$ cat config.mk
export PLATFORM = sky130hd
export DESIGN_NAME = add_mul_sgn_seq_flat
export DESIGN_NICKNAME = d
export VERILOG_FILES = /design/src/rtl/add_mul_sgn_seq_pkg.sv /design/src/rtl/add_mul_sgn_seq_if.sv /design/src/rtl/add_mul_sgn_seq_add.sv /design/src/rtl/add_mul_sgn_seq_step.sv /design/src/rtl/add_mul_sgn_seq.sv /design/src/flat_wrapper.sv
export SDC_FILE = /design/constraint.sdc
export NUM_CORES = 1
export LEC_CHECK = 0
export ABC_AREA = 1
export CORE_MARGIN = 2
export CORE_UTILIZATION = 50
export DETAILED_ROUTE_END_ITERATION = 10
export HOLD_SLACK_MARGIN = 0.06
export PLACE_DENSITY = 0.77
export SLEW_MARGIN = 5
export SYNTH_ARGS = -nofsm -noshare
export SYNTH_HDL_FRONTEND = slang
export SYNTH_SLANG_ARGS = --single-unit
$ cat constraint.sdc
create_clock -name CLK -period 5.8 [get_ports CLK]
set_input_delay 0.58 -clock CLK [delete_from_list [all_inputs] [get_ports CLK]]
set_output_delay 0.58 -clock CLK [all_outputs]
set_load 0.1 [all_outputs]
$ cat src/rtl/add_mul_sgn_seq_pkg.sv
// Shared types and sizing helpers for the iterative signed adder-multiplier.
package add_mul_seq_pkg;

  typedef enum logic [1:0] {
    IDLE = 2'd0,
    CALC = 2'd1,
    DONE = 2'd2
  } state_t;

  localparam int unsigned SPEED_RIPPLE = 0;
  localparam int unsigned SPEED_PLAIN  = 1;
  localparam int unsigned SPEED_CSEL   = 2;

  function automatic int unsigned stepCount(input int unsigned wX, input int unsigned stepBits);
    return (wX + stepBits - 1) / stepBits;
  endfunction

  function automatic int unsigned prodWidth(input int unsigned widthX, input int unsigned widthY);
    return widthX + widthY + 1;
  endfunction

  // X register holds the full XS+XC sum, padded to a whole number of chunks.
  function automatic int unsigned padWidth(input int unsigned widthX, input int unsigned stepBits);
    return stepCount(widthX + 1, stepBits) * stepBits;
  endfunction

  function automatic int unsigned counterWidth(input int unsigned n);
    return (n > 1) ? $clog2(n) : 1;
  endfunction

endpackage

$ cat src/rtl/add_mul_sgn_seq_if.sv
// Operand/result handshake bundle for add_mul_sgn_seq.
interface add_mul_sgn_seq_if #(
  parameter int unsigned widthX = 8,
  parameter int unsigned widthY = 8
) ();
  localparam int unsigned widthP = widthX + widthY + 1;

  logic              START_VALID;
  logic              START_READY;
  logic [widthX-1:0] XS;
  logic [widthX-1:0] XC;
  logic [widthY-1:0] Y;
  logic              ACC;
  logic [widthP-1:0] P;
  logic              P_VALID;
  logic              P_READY;

  modport master (
    output START_VALID, XS, XC, Y, ACC, P_READY,
    input  START_READY, P, P_VALID
  );

  modport slave (
    input  START_VALID, XS, XC, Y, ACC, P_READY,
    output START_READY, P, P_VALID
  );
endinterface

$ cat src/rtl/add_mul_sgn_seq_add.sv
// Parameterised adder: speed 0 ripple, 1 plain '+', 2 carry-select halves.
module Add #(
  parameter int unsigned width = 8,
  parameter int unsigned speed = 1
) (
  input  logic [width-1:0] a_i,
  input  logic [width-1:0] b_i,
  output logic [width-1:0] s_o
);
  if (speed == 0) begin : g_ripple
    logic c;
    always_comb begin
      s_o = '0;
      c   = 1'b0;
      for (int unsigned i = 0; i < width; i++) begin
        s_o[i] = a_i[i] ^ b_i[i] ^ c;
        c      = (a_i[i] & b_i[i]) | (c & (a_i[i] ^ b_i[i]));
      end
    end
  end else if (speed == 2) begin : g_csel
    localparam int unsigned LO = width / 2;
    localparam int unsigned HI = width - LO;
    logic [LO:0]   lo;
    logic [HI-1:0] hi0;
    logic [HI-1:0] hi1;
    // Upper half is computed for both carry-ins and selected by the lower carry.
    assign lo  = {1'b0, a_i[LO-1:0]} + {1'b0, b_i[LO-1:0]};
    assign hi0 = a_i[width-1:LO] + b_i[width-1:LO];
    assign hi1 = a_i[width-1:LO] + b_i[width-1:LO] + HI'(1);
    assign s_o = {(lo[LO] ? hi1 : hi0), lo[LO-1:0]};
  end else begin : g_plain
    assign s_o = a_i + b_i;
  end
endmodule

$ cat src/rtl/add_mul_sgn_seq_step.sv
// Partial product of one multiplier chunk: (chunk * sext(Y)) << (k*stepBits), mod 2^widthP.
module add_mul_step #(
  parameter int unsigned widthY   = 8,
  parameter int unsigned widthP   = 17,
  parameter int unsigned stepBits = 2,
  parameter int unsigned cntWidth = 3
) (
  input  logic [stepBits-1:0] chunk_i,
  input  logic                last_i,
  input  logic [widthY-1:0]   y_i,
  input  logic [cntWidth-1:0] k_i,
  output logic [widthP-1:0]   pp_o
);
  logic signed [widthP-1:0] d_ext;
  logic signed [widthP-1:0] y_ext;
  logic signed [widthP-1:0] prod;

  // Only the top chunk carries the sign of X; lower chunks are plain magnitudes.
  always_comb begin
    d_ext = widthP'(chunk_i);
    if (last_i) d_ext = widthP'($signed(chunk_i));
    y_ext = widthP'($signed(y_i));
    prod  = d_ext * y_ext;
    pp_o  = prod << (k_i * stepBits);
  end
endmodule

$ cat src/rtl/add_mul_sgn_seq.sv
// Iterative signed P = (XS+XC)*Y (+ previous P), retiring stepBits multiplier bits per cycle.
module add_mul_sgn_seq
  import add_mul_seq_pkg::*;
#(
  parameter int unsigned widthX   = 8,
  parameter int unsigned widthY   = 8,
  parameter int unsigned stepBits = 2,
  parameter int unsigned speed    = 1
) (
  input logic              CLK,
  input logic              RSTN,
  add_mul_sgn_seq_if.slave bus
);
  localparam int unsigned wX     = widthX + 1;
  localparam int unsigned N      = stepCount(wX, stepBits);
  localparam int unsigned wXP    = padWidth(widthX, stepBits);
  localparam int unsigned widthP = prodWidth(widthX, widthY);
  localparam int unsigned CW     = counterWidth(N);

  state_t              state_q, state_d;
  logic [wXP-1:0]      x_q, x_d;
  logic [widthY-1:0]   y_q, y_d;
  logic [widthP-1:0]   acc_q, acc_d;
  logic [widthP-1:0]   p_q, p_d;
  logic [CW-1:0]       cnt_q, cnt_d;

  logic [wX-1:0]       x_sum;
  logic [wXP-1:0]      x_pad;
  logic [stepBits-1:0] chunk;
  logic                last;
  logic [widthP-1:0]   pp;
  logic [widthP-1:0]   acc_sum;

  // One extra bit makes the XS+XC sum exact; padding keeps the sign in the top chunk.
  assign x_sum = {bus.XS[widthX-1], bus.XS} + {bus.XC[widthX-1], bus.XC};
  assign x_pad = wXP'($signed(x_sum));
  assign chunk = x_q[cnt_q*stepBits +: stepBits];
  assign last  = (cnt_q == CW'(N - 1));

  add_mul_step #(
    .widthY  (widthY),
    .widthP  (widthP),
    .stepBits(stepBits),
    .cntWidth(CW)
  ) u_step (
    .chunk_i(chunk),
    .last_i (last),
    .y_i    (y_q),
    .k_i    (cnt_q),
    .pp_o   (pp)
  );

  Add #(
    .width(widthP),
    .speed(speed)
  ) u_add (
    .a_i(acc_q),
    .b_i(pp),
    .s_o(acc_sum)
  );

  always_comb begin
    state_d = state_q;
    x_d     = x_q;
    y_d     = y_q;
    acc_d   = acc_q;
    p_d     = p_q;
    cnt_d   = cnt_q;
    unique case (state_q)
      IDLE: begin
        if (bus.START_VALID) begin
          x_d     = x_pad;
          y_d     = bus.Y;
          acc_d   = bus.ACC ? p_q : '0;
          cnt_d   = '0;
          state_d = CALC;
        end
      end
      CALC: begin
        acc_d = acc_sum;
        if (last) begin
          p_d     = acc_sum;
          cnt_d   = '0;
          state_d = DONE;
        end else begin
          cnt_d = cnt_q + 1'b1;
        end
      end
      DONE: begin
        if (bus.P_READY) state_d = IDLE;
      end
      default: state_d = IDLE;
    endcase
  end

  always_ff @(posedge CLK or negedge RSTN) begin
    if (!RSTN) begin
      state_q <= IDLE;
      x_q     <= '0;
      y_q     <= '0;
      acc_q   <= '0;
      p_q     <= '0;
      cnt_q   <= '0;
    end else begin
      state_q <= state_d;
      x_q     <= x_d;
      y_q     <= y_d;
      acc_q   <= acc_d;
      p_q     <= p_d;
      cnt_q   <= cnt_d;
    end
  end

  assign bus.START_READY = (state_q == IDLE);
  assign bus.P_VALID     = (state_q == DONE);
  assign bus.P           = p_q;

endmodule

$ cat src/flat_wrapper.sv
// flat-port wrapper written by rule: the top's interface ports become plain ports
module add_mul_sgn_seq_flat import add_mul_seq_pkg::*;
#(
  parameter int unsigned widthX   = 8,
  parameter int unsigned widthY   = 8,
  parameter int unsigned stepBits = 2,
  parameter int unsigned speed    = 1
)
  (CLK, RSTN, bus_START_VALID, bus_XS, bus_XC, bus_Y, bus_ACC, bus_P_READY, bus_START_READY, bus_P, bus_P_VALID);
  add_mul_sgn_seq_if #(.widthX(widthX), .widthY(widthY)) bus_i ();
  input logic CLK;
  input logic RSTN;
  input wire logic [$bits(bus_i.START_VALID)-1:0] bus_START_VALID;
  input wire logic [$bits(bus_i.XS)-1:0] bus_XS;
  input wire logic [$bits(bus_i.XC)-1:0] bus_XC;
  input wire logic [$bits(bus_i.Y)-1:0] bus_Y;
  input wire logic [$bits(bus_i.ACC)-1:0] bus_ACC;
  input wire logic [$bits(bus_i.P_READY)-1:0] bus_P_READY;
  output wire logic [$bits(bus_i.START_READY)-1:0] bus_START_READY;
  output wire logic [$bits(bus_i.P)-1:0] bus_P;
  output wire logic [$bits(bus_i.P_VALID)-1:0] bus_P_VALID;
  assign bus_i.START_VALID = bus_START_VALID;
  assign bus_i.XS = bus_XS;
  assign bus_i.XC = bus_XC;
  assign bus_i.Y = bus_Y;
  assign bus_i.ACC = bus_ACC;
  assign bus_i.P_READY = bus_P_READY;
  assign bus_START_READY = bus_i.START_READY;
  assign bus_P = bus_i.P;
  assign bus_P_VALID = bus_i.P_VALID;
  add_mul_sgn_seq #(.widthX(widthX), .widthY(widthY), .stepBits(stepBits), .speed(speed)) u_core (.CLK(CLK), .RSTN(RSTN), .bus(bus_i));
endmodule
==> results.md, run 1 <==
* Status: finished, violations left
* Failing checks: negative setup slack
* Max clock buf depth at 2
* Clock Skew at roughly 0.013 ns
* EDFF count, synth at 0
* Worst R2R Path Depth at 37
* CORE AREA at 10840 µm²
* Critical Path Fanout Max at 5
* Die X at around 110 µm
* Commonest cells after routing, fill and taps aside: 187 x nand2_1, 110 x inv_1, 107 x buf_4
* Critical Path Max Stage Delay at 0.54 ns
* Post-synthesis cell type count at 38
* FF-to-FF setup slack at -0.41 ns
* Routed Antenna Nets at 0
* Fin crit period at 6.207 ns
* Number of global-route vias before repair at between 5000 and 6000
* Tcrit/Tclk final at 1.070
* FP Rows at 38
* # port buffers at 47
* YS warnings at 0
* Min-Delay Path Class: in -> async
* Syn_nets at about 900
* Crit path capture: u_core.bus.P[14]
* Slowest CP cell: fa_1
* Grt total ovfl at 0
* Layout cell share with drive strength beyond 1 at 0.2782
* GP Congestion at 0.9413
* Startpoint types: flip-flop
* Die area at 11920 µm²
* Commonest non-fill, non-tap cell in the layout: nand2_1
* Mapped Area at 5532 µm²
* R2r startpoint: u_core.cnt_q[0]
* Clock slew at reported path FFs at 0.11 ns
* WP data arrival at about 6.4 ns
* Max transition margin at 0.3382
* Post-DP HPWL at around 12000 µm
* # Max-Cap Violations at 0
* Crit path capture type: flip-flop
* Syn Area/Cell at 7.221 µm²
* DR vias/cell at 5.321
* First-pass GRT wire length at about 26000 µm
* Synthesis-stage register bit count at 56
* Detailed Route Iter0 Violations at 377
* Setup Slack @ Placement at -0.4554 ns
* Diodes inserted at 0
* # setup viols final at 17
* Largest net degree at the start of global routing at 57
* Fmax achieved at 0.1611 GHz
* Deepest level of the CTS H-tree at 2
* Initial DRT Pass Iterations at 5
* Most used DFF post-synth: dfrtp_1
* Setup TNS Final at -4.302 ns
* Terminus of the critical flop-to-flop path: u_core.bus.P[14]
* # fillers at 832
* Worst-skew pair later-pin latency at about 0.32 ns
* Hold WS at ~0.38 ns
* Final Hold Fails at 0
* Sequential fraction of the synthesis area at 0.2533
* WS Path Type: reg -> reg
* Clk sink count at 56
* Worst Slack Setup Final at -0.4074 ns
* Layout Utilization at 0.7111
* Layout area overhead at 39.36%
* Drt drc at 0
* Initial cell density of the core at 0.5103
* Antenna violations before repair at 0
* CP Data Required Time at just over 6 ns
* Async SR Flop Fraction at 1.000
* Die H at 109.2 µm
* Vias at ~5600
* RSZ-0062 raised after global routing: true
* CTS Root Cell: clkbuf_8
* Cells after Synth at between 700 and 800
* CTS buffer count at 5
* CP Launch Point: u_core.cnt_q[0]
* Final net count at 1027
* TritonCTS clock tree: built
* Total Routing Usage GR at 0.2710
* IO Count at 48
* Actual slew at the worst max-slew pin at 0.9895 ns
* Max Slew Vio Count at 0
* Most used cell, CP: nand2_1
* Hold buffers post-CTS at 0
* Final WL at 15600 µm
* Wirelength per Cell at 14.81 µm
## metal layers
metal	GRT usage	routed length, µm	vias up
li1	-	-	2739
met1	0.3564	6835	2649
met2	0.4658	7609	178
met3	0.03706	794	37
met4	0.07866	357	0
met5	0	0	-
## worst max-delay path, delay by kind of cell, from the launching register on
| kind | cells | cell delay, ns |
|---|---|---|
| adders and majority gates | 6 | 2.59 |
| AOI/OAI and AO/OA | 6 | 0.78 |
| DFF | 1 | 0.46 |
| and+or+nand+nor | 16 | 1.51 |
| xor gates and xnor gates | 1 | 0.15 |
| buffers and inverters | 8 | 0.61 |
## what timing repair did
action,4_1_cts,5_1_grt
buffers inserted,23,9
pin swaps,50,62
gates resized for setup,51,70
setup endpoints to repair,16,22
## Yosys cell counts, drive strengths merged, types with 3 or more instances
cell | count | share of area
a21o | 4 | 0.0054
a21oi | 25 | 0.023
a31oi | 9 | 0.010
a32oi | 9 | 0.014
buf | 4 | 0.0032
clkbuf | 16 | 0.011
dfrtp | 56 | 0.25
fa | 35 | 0.13
ha | 51 | 0.12
inv | 133 | 0.090
nand2 | 207 | 0.14
nand3 | 55 | 0.050
nand4 | 3 | 0.0034
nor2 | 61 | 0.042
nor3 | 3 | 0.0027
o211ai | 4 | 0.0054
o21a | 3 | 0.0041
o21ai | 51 | 0.046
o21bai | 4 | 0.0054
or2 | 9 | 0.010
xnor2 | 4 | 0.0063
xor2 | 7 | 0.011
## area by class of cell
| cell class | instances | area [µm²] | area share |
|---|---|---|---|
| Inverter | 133 | 504.2 | 0.06541 |
| Multi-Input combinational cell | 557 | 4204 | 0.5454 |
| Tap cell | 140 | 175.2 | 0.02272 |
| Clock buffer | 5 | 68.82 | 0.008927 |
| Clock inverter | 3 | 25.02 | 0.003246 |
| Timing Repair Buffer | 159 | 1329 | 0.1724 |
| Sequential cell | 56 | 1403 | 0.1820 |
## worst min path at each step
| stage | end | slack, ns | from | cells past startpoint |
|---|---|---|---|---|
| 6_report | u_core.x_q[6] | 0.38 | RSTN | 2 |
| 5_1_grt | u_core.x_q[4] | 0.45 | RSTN | 2 |
| 4_1_cts | u_core.x_q[7] | 0.41 | RSTN | 2 |
| 3_5_place_dp | u_core.x_q[6] | 0.47 | u_core.x_q[6] | 2 |
| 3_3_place_gp | u_core.x_q[6] | 0.47 | u_core.x_q[6] | 2 |
| 2_1_floorplan | u_core.acc_q[0] | 0.28 | RSTN | 0 |
## per-stage QoR
stage | cells | area [µm²]
2_1_floorplan | 766 | 5687
4_1_cts | 1044 | 7326
3_5_place_dp | 1013 | 6837
5_1_grt | 1053 | 7709
6_report | 1053 | 7709
3_3_place_gp | 1013 | 6837
## logic make-up (layout without fill, tap and decap cells)
| logic type | count (synthesis) | after routing | synth area share |
|---|---|---|---|
| AO/OA/AOI/OAI | 120 | 120 | 0.1294 |
| XOR/XNOR | 11 | 11 | 0.01742 |
| adder cells (fa/ha/maj) | 86 | 86 | 0.2420 |
| buffers and inverters | 153 | 300 | 0.1043 |
| flip-flops | 56 | 56 | 0.2533 |
| multiplexers | 1 | 1 | 0.001810 |
| AND/OR/NAND/NOR | 339 | 339 | 0.2518 |
## state kept, by name, summed over array words and instances (netlist names)
register        cells
u_core.cnt_q        3
u_core.state_q      2
u_core.acc_q       17
u_core.bus.P       17
u_core.x_q          9
u_core.y_q          8
Power of run 1 is not shown: default switching activity piles up to over one toggle a cycle in this logic, so the estimate is an artifact.
==> run 2, diff against run 1 <==
Settings changed: CORE_ASPECT_RATIO set to 0.5.
==> results.md, run 2 (synthesis results as in run 1) <==
* Post-DP HPWL at 10730 µm (-6.8%)
* Max transition margin at 0.3451 (+0.006821)
* # port buffers at 47 (unchanged)
* # setup viols final at 15 (-2)
* Total Routing Usage GR at 0.2585 (-0.01255)
* Antenna violations before repair at 0 (unchanged)
* Max Used Layer: met4
* CORE AREA at 10880 µm² (+0.35%)
* Number of global-route vias before repair at 5570 (-3.3%)
* Tcrit/Tclk final at 1.066 (-0.003883)
* Worst-skew pair later-pin latency at 0.30 ns (-0.02 ns)
* Routed Antenna Nets at 0 (unchanged)
* Final net count at 1012 (-1.5%)
* Commonest non-fill, non-tap cell in the layout: nand2_1
* Layout cell share with drive strength beyond 1 at 0.2650 (-0.01317)
* Detailed Route Iter0 Violations at 409 (+8.5%)
* WS Path Type: reg -> reg
* Failing checks: negative setup slack
* FP Rows at 27 (-29%)
* Slowest CP cell: fa_2
* Met3 wire len at 662 µm (-17%)
* Hold WS at 0.4233 ns (+0.04299 ns)
* Drt drc at 0 (unchanged)
* Clk sink count at 56 (unchanged)
* GP Congestion at 0.9025 (-4.1%)
* First-pass GRT wire length at 25390 µm (-2.4%)
* Commonest cells after routing, fill and taps aside: 190 x nand2_1, 113 x inv_1, 96 x buf_4
* Met1 Routed Length at 7051 µm (+3.2%)
* Layout area overhead at 37.71%
* Startpoint types: flip-flop
* RSZ-0062 raised after global routing: true
* IO Count at 48 (unchanged)
* Die H at 78.38 µm (-28%)
* TritonCTS clock tree: built
* Dpl cell area at 6805 µm² (-0.46%)
* Final WL at 15470 µm (-0.81%)
* CP Data Required Time at 5.99 ns (-0.04 ns)
* Max clock buf depth at 2 (unchanged)
* Clock Skew at 0.01493 ns (+0.001594 ns)
* Fmax achieved at 0.1617 GHz (+0.36%)
* Initial DRT Pass Iterations at 7 (+2)
* CTS Root Cell: clkbuf_16
* Max Slew Vio Count at 0 (unchanged)
* Min-Delay Path Class: in -> async
* Worst Slack Setup Final at -0.3849 ns (+0.02252 ns)
* Critical Path Fanout Max at 5 (unchanged)
* Crit path capture type: flip-flop
* Hold buffers post-CTS at 0 (unchanged)
* Wirelength per Cell at 14.83 µm (+0.14%)
* Critical Path Max Stage Delay at 0.65 ns (+0.11 ns)
* CTS buffer count at 5 (unchanged)
* Setup TNS Final at -4.039 ns (+0.2622 ns)
* Die X at 152.8 µm (+40%)
* Diodes inserted at 0 (unchanged)
* Actual slew at the worst max-slew pin at 0.9793 ns (-0.01020 ns)
* WL met2 at 7450 µm (-2.1%)
* # Max-Cap Violations at 0 (unchanged)
* Fin crit period at 6.185 ns (-0.02252 ns)
* Final Hold Fails at 0 (unchanged)
* Initial cell density of the core at 0.5085 (-0.001761)
* DR vias/cell at 5.352 (+0.58%)
* Post-route cell area at 7617 µm² (-1.2%)
* Setup Slack @ Placement at -0.4882 ns (-0.03282 ns)
* Grt total ovfl at 0 (unchanged)
* Clock slew at reported path FFs at 0.08 ns (-0.03 ns)
* Vias at 5582 (-0.37%)
* WP data arrival at 6.38 ns (-0.05 ns)
* Largest net degree at the start of global routing at 57 (unchanged)
* Status: finished, violations left
* Die area at 11970 µm² (+0.43%)
* Most used cell, CP: nand2_1
* Deepest level of the CTS H-tree at 2 (unchanged)
## run 2: cell count changes in the layout (fill, tap and decap cells not counted), sizes merged
| cell | change |
|---|---|
| buf | -15 |
| clkbuf | +1 |
| clkinv | +1 |
| clkinvlp | -1 |
| inv | -1 |
## run 2: worst paths after layout
path | from | end | slack (ns) | cells after the start
min reg2reg | u_core.x_q[0] | u_core.x_q[0] | 0.49 | 2
max in group asynchronous | RSTN | u_core.cnt_q[0] | 4.84 | 2
max reg2reg | u_core.cnt_q[1] | u_core.bus.P[14] | -0.38 | 36
min | RSTN | u_core.y_q[7] | 0.42 | 2
min in group CLK | u_core.x_q[0] | u_core.x_q[0] | 0.49 | 2
max | u_core.cnt_q[1] | u_core.bus.P[14] | -0.38 | 36
## run 2: stage by stage
step	instances	util
6_report	1043	0.7003
5_1_grt	1043	0.7003
4_1_cts	1036	0.6667
3_5_place_dp	1013	0.6256
3_3_place_gp	1013	0.6256
2_1_floorplan	766	-
## run 2: what timing repair did
item                       in CTS  in global routing
hold endpoints to repair        0                  0
buffers inserted               15                  8
gates cloned                    0                  0
pin swaps                      27                 32
setup endpoints to repair      18                 23
gates resized for setup        50                 67
## run 2: worst max-delay path, delay by kind of cell, from the launching register on
family	cells	cell delay [ns]
adder cells (fa/ha/maj)	6	2.74
flip-flops	1	0.37
buffers and inverters	6	0.45
AND/OR/NAND/NOR	19	1.68
AO/OA/AOI/OAI	5	0.81
## run 2: area by class of cell
cell class,instances,area (µm²)
Clock buffer,6,128.9
Sequential cell,56,1403
Timing Repair Buffer,144,1197
Tap cell,145,181.4
Multi-Input combinational cell,557,4187
Fill cell,818,3261
Clock inverter,2,13.76
Inverter,133,506.7
## run 2: per-layer routing
metal | track usage | vias to the layer above
met1 | 0.3450 | 2671
met4 | 0.05926 | 0
li1 | - | 2707
met3 | 0.03755 | 28
met5 | 0 | -
met2 | 0.4511 | 176
Power of run 2 is left out for the same reason.
